<file path="src/rtl/fft_bin_serializer_pkg.sv">
// Shared constants and types for the FFT bin serializer.
// Bin words are {re[31:16], im[15:0]}, both signed, and are carried through untouched.
package fft_bin_serializer_pkg;

    localparam int unsigned NUM_BINS = 16;
    localparam int unsigned IDX_W    = 4;
    localparam int unsigned DEF_BIN_W = 32;

    typedef enum logic {
        StIdle,
        StSend
    } out_state_e;

endpackage

</file>
<file path="src/rtl/fft_frame_bank.sv">
// One FFT frame worth of storage: every bin is written in parallel, one bin is read
// combinationally.
module fft_frame_bank
    import fft_bin_serializer_pkg::*;
#(
    parameter int unsigned BIN_W = DEF_BIN_W
) (
    input  logic             clk,
    input  logic             we,
    input  logic [BIN_W-1:0] d0,
    input  logic [BIN_W-1:0] d1,
    input  logic [BIN_W-1:0] d2,
    input  logic [BIN_W-1:0] d3,
    input  logic [BIN_W-1:0] d4,
    input  logic [BIN_W-1:0] d5,
    input  logic [BIN_W-1:0] d6,
    input  logic [BIN_W-1:0] d7,
    input  logic [BIN_W-1:0] d8,
    input  logic [BIN_W-1:0] d9,
    input  logic [BIN_W-1:0] d10,
    input  logic [BIN_W-1:0] d11,
    input  logic [BIN_W-1:0] d12,
    input  logic [BIN_W-1:0] d13,
    input  logic [BIN_W-1:0] d14,
    input  logic [BIN_W-1:0] d15,
    input  logic [IDX_W-1:0] ridx,
    output logic [BIN_W-1:0] rdata
);

    logic [BIN_W-1:0] mem_q [NUM_BINS];
    logic [BIN_W-1:0] mem_d [NUM_BINS];

    always_comb begin
        mem_d = mem_q;
        if (we) begin
            mem_d = '{d0, d1, d2, d3, d4, d5, d6, d7,
                      d8, d9, d10, d11, d12, d13, d14, d15};
        end
    end

    // Data storage needs no reset: the full flags in the parent gate every read.
    always_ff @(posedge clk) begin
        mem_q <= mem_d;
    end

    assign rdata = mem_q[ridx];

endmodule

</file>
<file path="src/rtl/fft_bin_serializer.sv">
// Captures 16-bin FFT frames into two ping-pong banks and replays them one bin per beat
// on a valid/ready stream; frames arriving with both banks occupied are dropped and counted.
module fft_bin_serializer
    import fft_bin_serializer_pkg::*;
#(
    parameter int unsigned BIN_W  = DEF_BIN_W,
    parameter int unsigned DROP_W = 8
) (
    input  logic              clk,
    input  logic              rst,
    input  logic              fft_valid,
    input  logic [BIN_W-1:0]  fft_d0,
    input  logic [BIN_W-1:0]  fft_d1,
    input  logic [BIN_W-1:0]  fft_d2,
    input  logic [BIN_W-1:0]  fft_d3,
    input  logic [BIN_W-1:0]  fft_d4,
    input  logic [BIN_W-1:0]  fft_d5,
    input  logic [BIN_W-1:0]  fft_d6,
    input  logic [BIN_W-1:0]  fft_d7,
    input  logic [BIN_W-1:0]  fft_d8,
    input  logic [BIN_W-1:0]  fft_d9,
    input  logic [BIN_W-1:0]  fft_d10,
    input  logic [BIN_W-1:0]  fft_d11,
    input  logic [BIN_W-1:0]  fft_d12,
    input  logic [BIN_W-1:0]  fft_d13,
    input  logic [BIN_W-1:0]  fft_d14,
    input  logic [BIN_W-1:0]  fft_d15,
    output logic              out_valid,
    input  logic              out_ready,
    output logic [BIN_W-1:0]  out_data,
    output logic [IDX_W-1:0]  out_idx,
    output logic              out_last,
    output logic              frame_drop,
    output logic [DROP_W-1:0] drop_cnt,
    output logic              busy
);

    localparam logic [IDX_W-1:0] LastIdx = IDX_W'(NUM_BINS - 1);

    out_state_e        state_q, state_d;
    logic [1:0]        bank_full_q, bank_full_d;
    logic              wr_bank_q, wr_bank_d;
    logic              rd_bank_q, rd_bank_d;
    logic [IDX_W-1:0]  idx_q, idx_d;
    logic              frame_drop_q, frame_drop_d;
    logic [DROP_W-1:0] drop_cnt_q, drop_cnt_d;

    logic              hs, last_hs, wr_free, capture;
    logic [BIN_W-1:0]  rdata0, rdata1;

    always_comb begin
        hs      = (state_q == StSend) && out_ready;
        last_hs = hs && (idx_q == LastIdx);
        // A bank whose final beat leaves this cycle can take the incoming frame.
        wr_free = !bank_full_q[wr_bank_q] || (last_hs && (rd_bank_q == wr_bank_q));
        capture = fft_valid && wr_free;
    end

    fft_frame_bank #(.BIN_W(BIN_W)) u_bank0 (
        .clk   (clk),
        .we    (capture && !wr_bank_q),
        .d0    (fft_d0),  .d1  (fft_d1),  .d2  (fft_d2),  .d3  (fft_d3),
        .d4    (fft_d4),  .d5  (fft_d5),  .d6  (fft_d6),  .d7  (fft_d7),
        .d8    (fft_d8),  .d9  (fft_d9),  .d10 (fft_d10), .d11 (fft_d11),
        .d12   (fft_d12), .d13 (fft_d13), .d14 (fft_d14), .d15 (fft_d15),
        .ridx  (idx_q),
        .rdata (rdata0)
    );

    fft_frame_bank #(.BIN_W(BIN_W)) u_bank1 (
        .clk   (clk),
        .we    (capture && wr_bank_q),
        .d0    (fft_d0),  .d1  (fft_d1),  .d2  (fft_d2),  .d3  (fft_d3),
        .d4    (fft_d4),  .d5  (fft_d5),  .d6  (fft_d6),  .d7  (fft_d7),
        .d8    (fft_d8),  .d9  (fft_d9),  .d10 (fft_d10), .d11 (fft_d11),
        .d12   (fft_d12), .d13 (fft_d13), .d14 (fft_d14), .d15 (fft_d15),
        .ridx  (idx_q),
        .rdata (rdata1)
    );

    always_comb begin
        bank_full_d  = bank_full_q;
        wr_bank_d    = wr_bank_q;
        rd_bank_d    = rd_bank_q;
        state_d      = state_q;
        idx_d        = idx_q;
        frame_drop_d = fft_valid && !wr_free;
        drop_cnt_d   = drop_cnt_q;

        if (frame_drop_d && (drop_cnt_q != '1)) begin
            drop_cnt_d = drop_cnt_q + DROP_W'(1);
        end

        if (last_hs) begin
            bank_full_d[rd_bank_q] = 1'b0;
            rd_bank_d              = !rd_bank_q;
        end
        // Set after clear so a coincident capture into the released bank wins.
        if (capture) begin
            bank_full_d[wr_bank_q] = 1'b1;
            wr_bank_d              = !wr_bank_q;
        end

        unique case (state_q)
            StIdle: begin
                if (bank_full_q[rd_bank_q]) begin
                    state_d = StSend;
                    idx_d   = '0;
                end
            end
            StSend: begin
                if (last_hs) begin
                    idx_d = '0;
                    if (!bank_full_q[!rd_bank_q]) begin
                        state_d = StIdle;
                    end
                end else if (hs) begin
                    idx_d = idx_q + IDX_W'(1);
                end
            end
        endcase
    end

    always_ff @(posedge clk) begin
        if (rst) begin
            state_q      <= StIdle;
            bank_full_q  <= '0;
            wr_bank_q    <= 1'b0;
            rd_bank_q    <= 1'b0;
            idx_q        <= '0;
            frame_drop_q <= 1'b0;
            drop_cnt_q   <= '0;
        end else begin
            state_q      <= state_d;
            bank_full_q  <= bank_full_d;
            wr_bank_q    <= wr_bank_d;
            rd_bank_q    <= rd_bank_d;
            idx_q        <= idx_d;
            frame_drop_q <= frame_drop_d;
            drop_cnt_q   <= drop_cnt_d;
        end
    end

    assign out_valid  = (state_q == StSend);
    assign out_idx    = idx_q;
    assign out_last   = out_valid && (idx_q == LastIdx);
    assign out_data   = rd_bank_q ? rdata1 : rdata0;
    assign frame_drop = frame_drop_q;
    assign drop_cnt   = drop_cnt_q;
    assign busy       = |bank_full_q;

endmodule

</file>
<file path="config.mk">
export PLATFORM = sky130hd
export DESIGN_NAME = fft_bin_serializer
export DESIGN_NICKNAME = d
export VERILOG_FILES = /design/src/rtl/fft_bin_serializer_pkg.sv /design/src/rtl/fft_frame_bank.sv /design/src/rtl/fft_bin_serializer.sv
export SDC_FILE = /design/constraint.sdc
export NUM_CORES = 1
export LEC_CHECK = 0
export ABC_AREA = 0
export CORE_UTILIZATION = 60
export CTS_BUF_LIST = sky130_fd_sc_hd__clkbuf_8
export DETAILED_ROUTE_END_ITERATION = 8
export GPL_TIMING_DRIVEN = 0
export PLACE_DENSITY = 0.86
export SLEW_MARGIN = 0
export SYNTH_ARGS = -nofsm -noshare
export SYNTH_HDL_FRONTEND = slang
export SYNTH_SLANG_ARGS = --single-unit
export TNS_END_PERCENT = 30
</file>
<file path="constraint.sdc">
create_clock -name clk -period 55.2 [get_ports clk]
set_clock_uncertainty 0.2 [all_clocks]
set_input_delay 11.04 -clock clk [delete_from_list [all_inputs] [get_ports clk]]
set_output_delay 11.04 -clock clk [all_outputs]
set_load 0.005 [all_outputs]
</file>
==> results.md <==
- Required time worst endpoint: between 40000 and 50000 ps
- Grt ovf: 0
- Cts repair resizes: 0
- Final nets: 3554
- Worst Max-Slew Pin Slew: just over 1000 ps
- Worst-Skew Late Latency: between 800 and 900 ps
- Mapped Avg Cell Area: 17.70 um^2
- Htree depth: 4
- Final setup TNS: 0 ps
- Finished Core Util: around three quarters
- Crit path max fanout: 10
- TritonCTS Sinks: approximately 1000
- CP max stage cell: a31oi_1
- Max-cap violations: 0
- Static Leakage: about 0.016 uW
- Yosys cell types: 45
- Min Tclk post-route: between 15000 and 20000 ps
- Synth Flop Type: edfxtp_1
- Crit path DAT: roughly 4500 ps
- Synthesis warning total: 0
- Critical path, cell by cell: buf_2, buf_4, buf_2, mux2i_1, a22oi_1, a31oi_1, nand3_1, clkdlybuf4s50_1
- Status: complete, but fails checks
- Initial antenna violation count: 69
- HPWL after DPL: between 80 and 90 mm
- CTS tree: yes
- Routability cong.: between 0.8 and 0.9
- Cell total after placement: around 3700
- Synth top area cells: edfxtp_1 76%, mux2i_1 13%, a22oi_1 1.8%
- I/O Buffers: ~560
- Register bit total from synthesis: 1042
- Fraction of layout cells with a size suffix above 1: about a tenth
- Drt drc: 1
- Tot Pwr: 1713 uW
- CP Buf/Inv Count: 4
- Post-DR wirelength/cell: between 30 and 40 um
- Initial drt markers: around 4000
- Cell Pwr Density: between 30 and 40 mW/mm^2
- # fillers: approximately 3600
- Number of global-route vias before repair: 26280
- Die Area: 0.06850 mm^2
- Worst Hold Class: reg2reg
- Fin crit share: between 20 and 30%
- Non-Filler Instances: a little over 4000
- Num CTS Buffers: approximately 160
- CTS Hold Bufs: 0
- First-pass GRT wire length: approximately 170 mm
- Failing checks: DRC
- Critical path's top delay family: buffers and inverters
- Synth area leader: edfxtp_1
- Area of the multi-input gates: 0.008696 mm^2
- Number of flops mapped to enable cells by yosys: between 1000 and 1500
- Core box area: ~0.066 mm^2
- Post-Route WL: about 120 mm
- Num ports: around 560
- Final setup vio count: 0
- Worst setup path class: reg2out
- Peak Freq: 63.46 MHz
- Max clock buf depth: 3
- Vias per inst: 6.401
- Total GRT Usage: between 30% and 40%
- Final Hold Vio Count: 0
- Register area: 0.03111 mm^2
- Number of cells produced by synthesis: ~2300
- Synth top area share: between 70% and 80%
- Seq/Total Area, Yosys: 76.86%
- Die Y-Extent: roughly 260 um
- FFs w/ async S/R, synth: 0%
- CTS root buffer: clkbuf_8
- Vias: approximately 26000
- Worst-path clk slew: around 60 ps
- Max-slew violations: 0
- Syn Nets: approximately 2800
- Max stage delay on crit path: slightly above 700 ps
- Post-route ant nets: 0
- DRT Pass-1 Iters: 6
- Post-CTS Setup Bufs: 0
- Worst rel slew slack: about 32%
- Initial Util: approximately three fifths
- Crit path capture type: output pin
- Synthesis-to-finish area growth: 25.50%
- Netlist Area Pre-Place: slightly above 0.04 mm^2
- Chip width: ~260 um
- VDD IR-drop max: roughly 0.000022 V
- Cell Rows: 94
- Cell mode on critical path: buf_2
- Pin count of the biggest net entering global routing: 73
- RSZ-0062 raised after global routing: no
- Worst setup SP type: flip-flop
kinds of logic after synthesis:
| family | share of synthesized area [%] |
|---|---|
| flip-flops | 76.86 |
| multiplexers | 12.75 |
| AO/OA/AOI/OAI | 5.233 |
| AND/OR/NAND/NOR | 3.190 |
| buffers and inverters | 1.688 |
| XOR/XNOR | 0.2195 |
| adder cells (fa/ha/maj) | 0.06181 |
layer usage:
layer  global-route usage [%]  vias up  share of wire (%)
li1                         -    10690                  -
met1                    42.76    12850                 34
met2                    57.45     2084                 49
met3                    10.87      435                 12
met4                    21.11       40                5.5
met5                        0        -               0.22
Yosys cell counts (2+ instances only):
library cell and instances:
o21ai_0 3, a22o_1 64, and2_1 3, a31oi_1 34, edfxtp_1 1024, and3_1 2, clkbuf_1 39, buf_4 16
buf_2 71, dfxtp_1 18, mux2i_1 514, nand4_1 2, ha_1 2, nor3_1 34, nor4_1 3, buf_1 3
o221ai_1 2, nor2_1 16, inv_1 2, nand3_1 97, a22oi_1 97, or2_2 2, xnor2_1 6, nor2b_1 3
nand2_1 107, buf_6 3, a21oi_1 102
sequential cells by signal, indices dropped and copies added, names as in the netlist:
| register | flops |
|---|---|
| drop_cnt | 8 |
| wr_bank_q | 1 |
| rd_bank_q | 1 |
| u_bank1.mem_q | 512 |
| out_valid | 1 |
| frame_drop | 1 |
| out_idx | 4 |
| u_bank0.mem_q | 512 |
| bank_full_q | 2 |
area by class of cell:
| cell class | instances | area share [%] |
|---|---|---|
| Tap cell | 864 | 2.128 |
| Antenna cell | 61 | 0.3005 |
| Buffer | 133 | 1.330 |
| Multi-Input combinational cell | 1110 | 17.12 |
| Clock buffer | 164 | 4.443 |
| Timing Repair Buffer | 586 | 12.14 |
| Inverter | 2 | 0.01478 |
| Clock inverter | 116 | 1.286 |
| Sequential cell | 1042 | 61.24 |
power breakdown:
group | internal (uW) | total [uW] | switching, uW
combinational | 69.6 | 159 | 89.2
sequential | 942 | 960 | 17.1
clock | 297 | 594 | 298
tightest hold or removal path, cell delays in order, from the launching register on:
cell     delay [ps]
dfxtp_1         360
o31ai_1          90
a21oi_1          60
per-stage QoR:
stage          hold slack, ps  worst slack, ps  cell area, um^2
2_1_floorplan           296.7            20830            40480
3_3_place_gp            317.4            11350            47180
3_5_place_dp            338.2            40300            47740
4_1_cts                 348.0            39510            50650
5_1_grt                 399.0            39400            50750
6_report                360.2            39440            50800
layout by cell type (no fill, tap or decap), types with 28 or more instances in the layout:
cell                n
clkbuf_1           39
mux2i_1           514
a22oi_1            97
a31oi_1            34
inv_1              55
nand3_1            97
clkdlybuf4s50_1   562
a21oi_1           102
buf_2              71
clkbuf_8          164
edfxtp_1         1024
a22o_1             64
nor3_1             34
diode_2            61
clkinv_1           28
nand2_1           107
worst paths after layout:
path | depth (start not counted) | slack [ps] | from | endpoint
hold / removal | 2 | 360 | drop_cnt[3]$_SDFFE_PP0P_ | drop_cnt[3]$_SDFFE_PP0P_
setup / recovery | 8 | 39440 | out_idx[1]$_SDFFE_PP0P_ | out_data[11]
setup reg to reg | 8 | 50850 | out_idx[0]$_SDFFE_PP0P_ | u_bank1.mem_q[397]$_DFFE_PP_
hold reg to reg | 2 | 360 | drop_cnt[3]$_SDFFE_PP0P_ | drop_cnt[3]$_SDFFE_PP0P_
No activity file was read; power rests on OpenSTA's default activity.
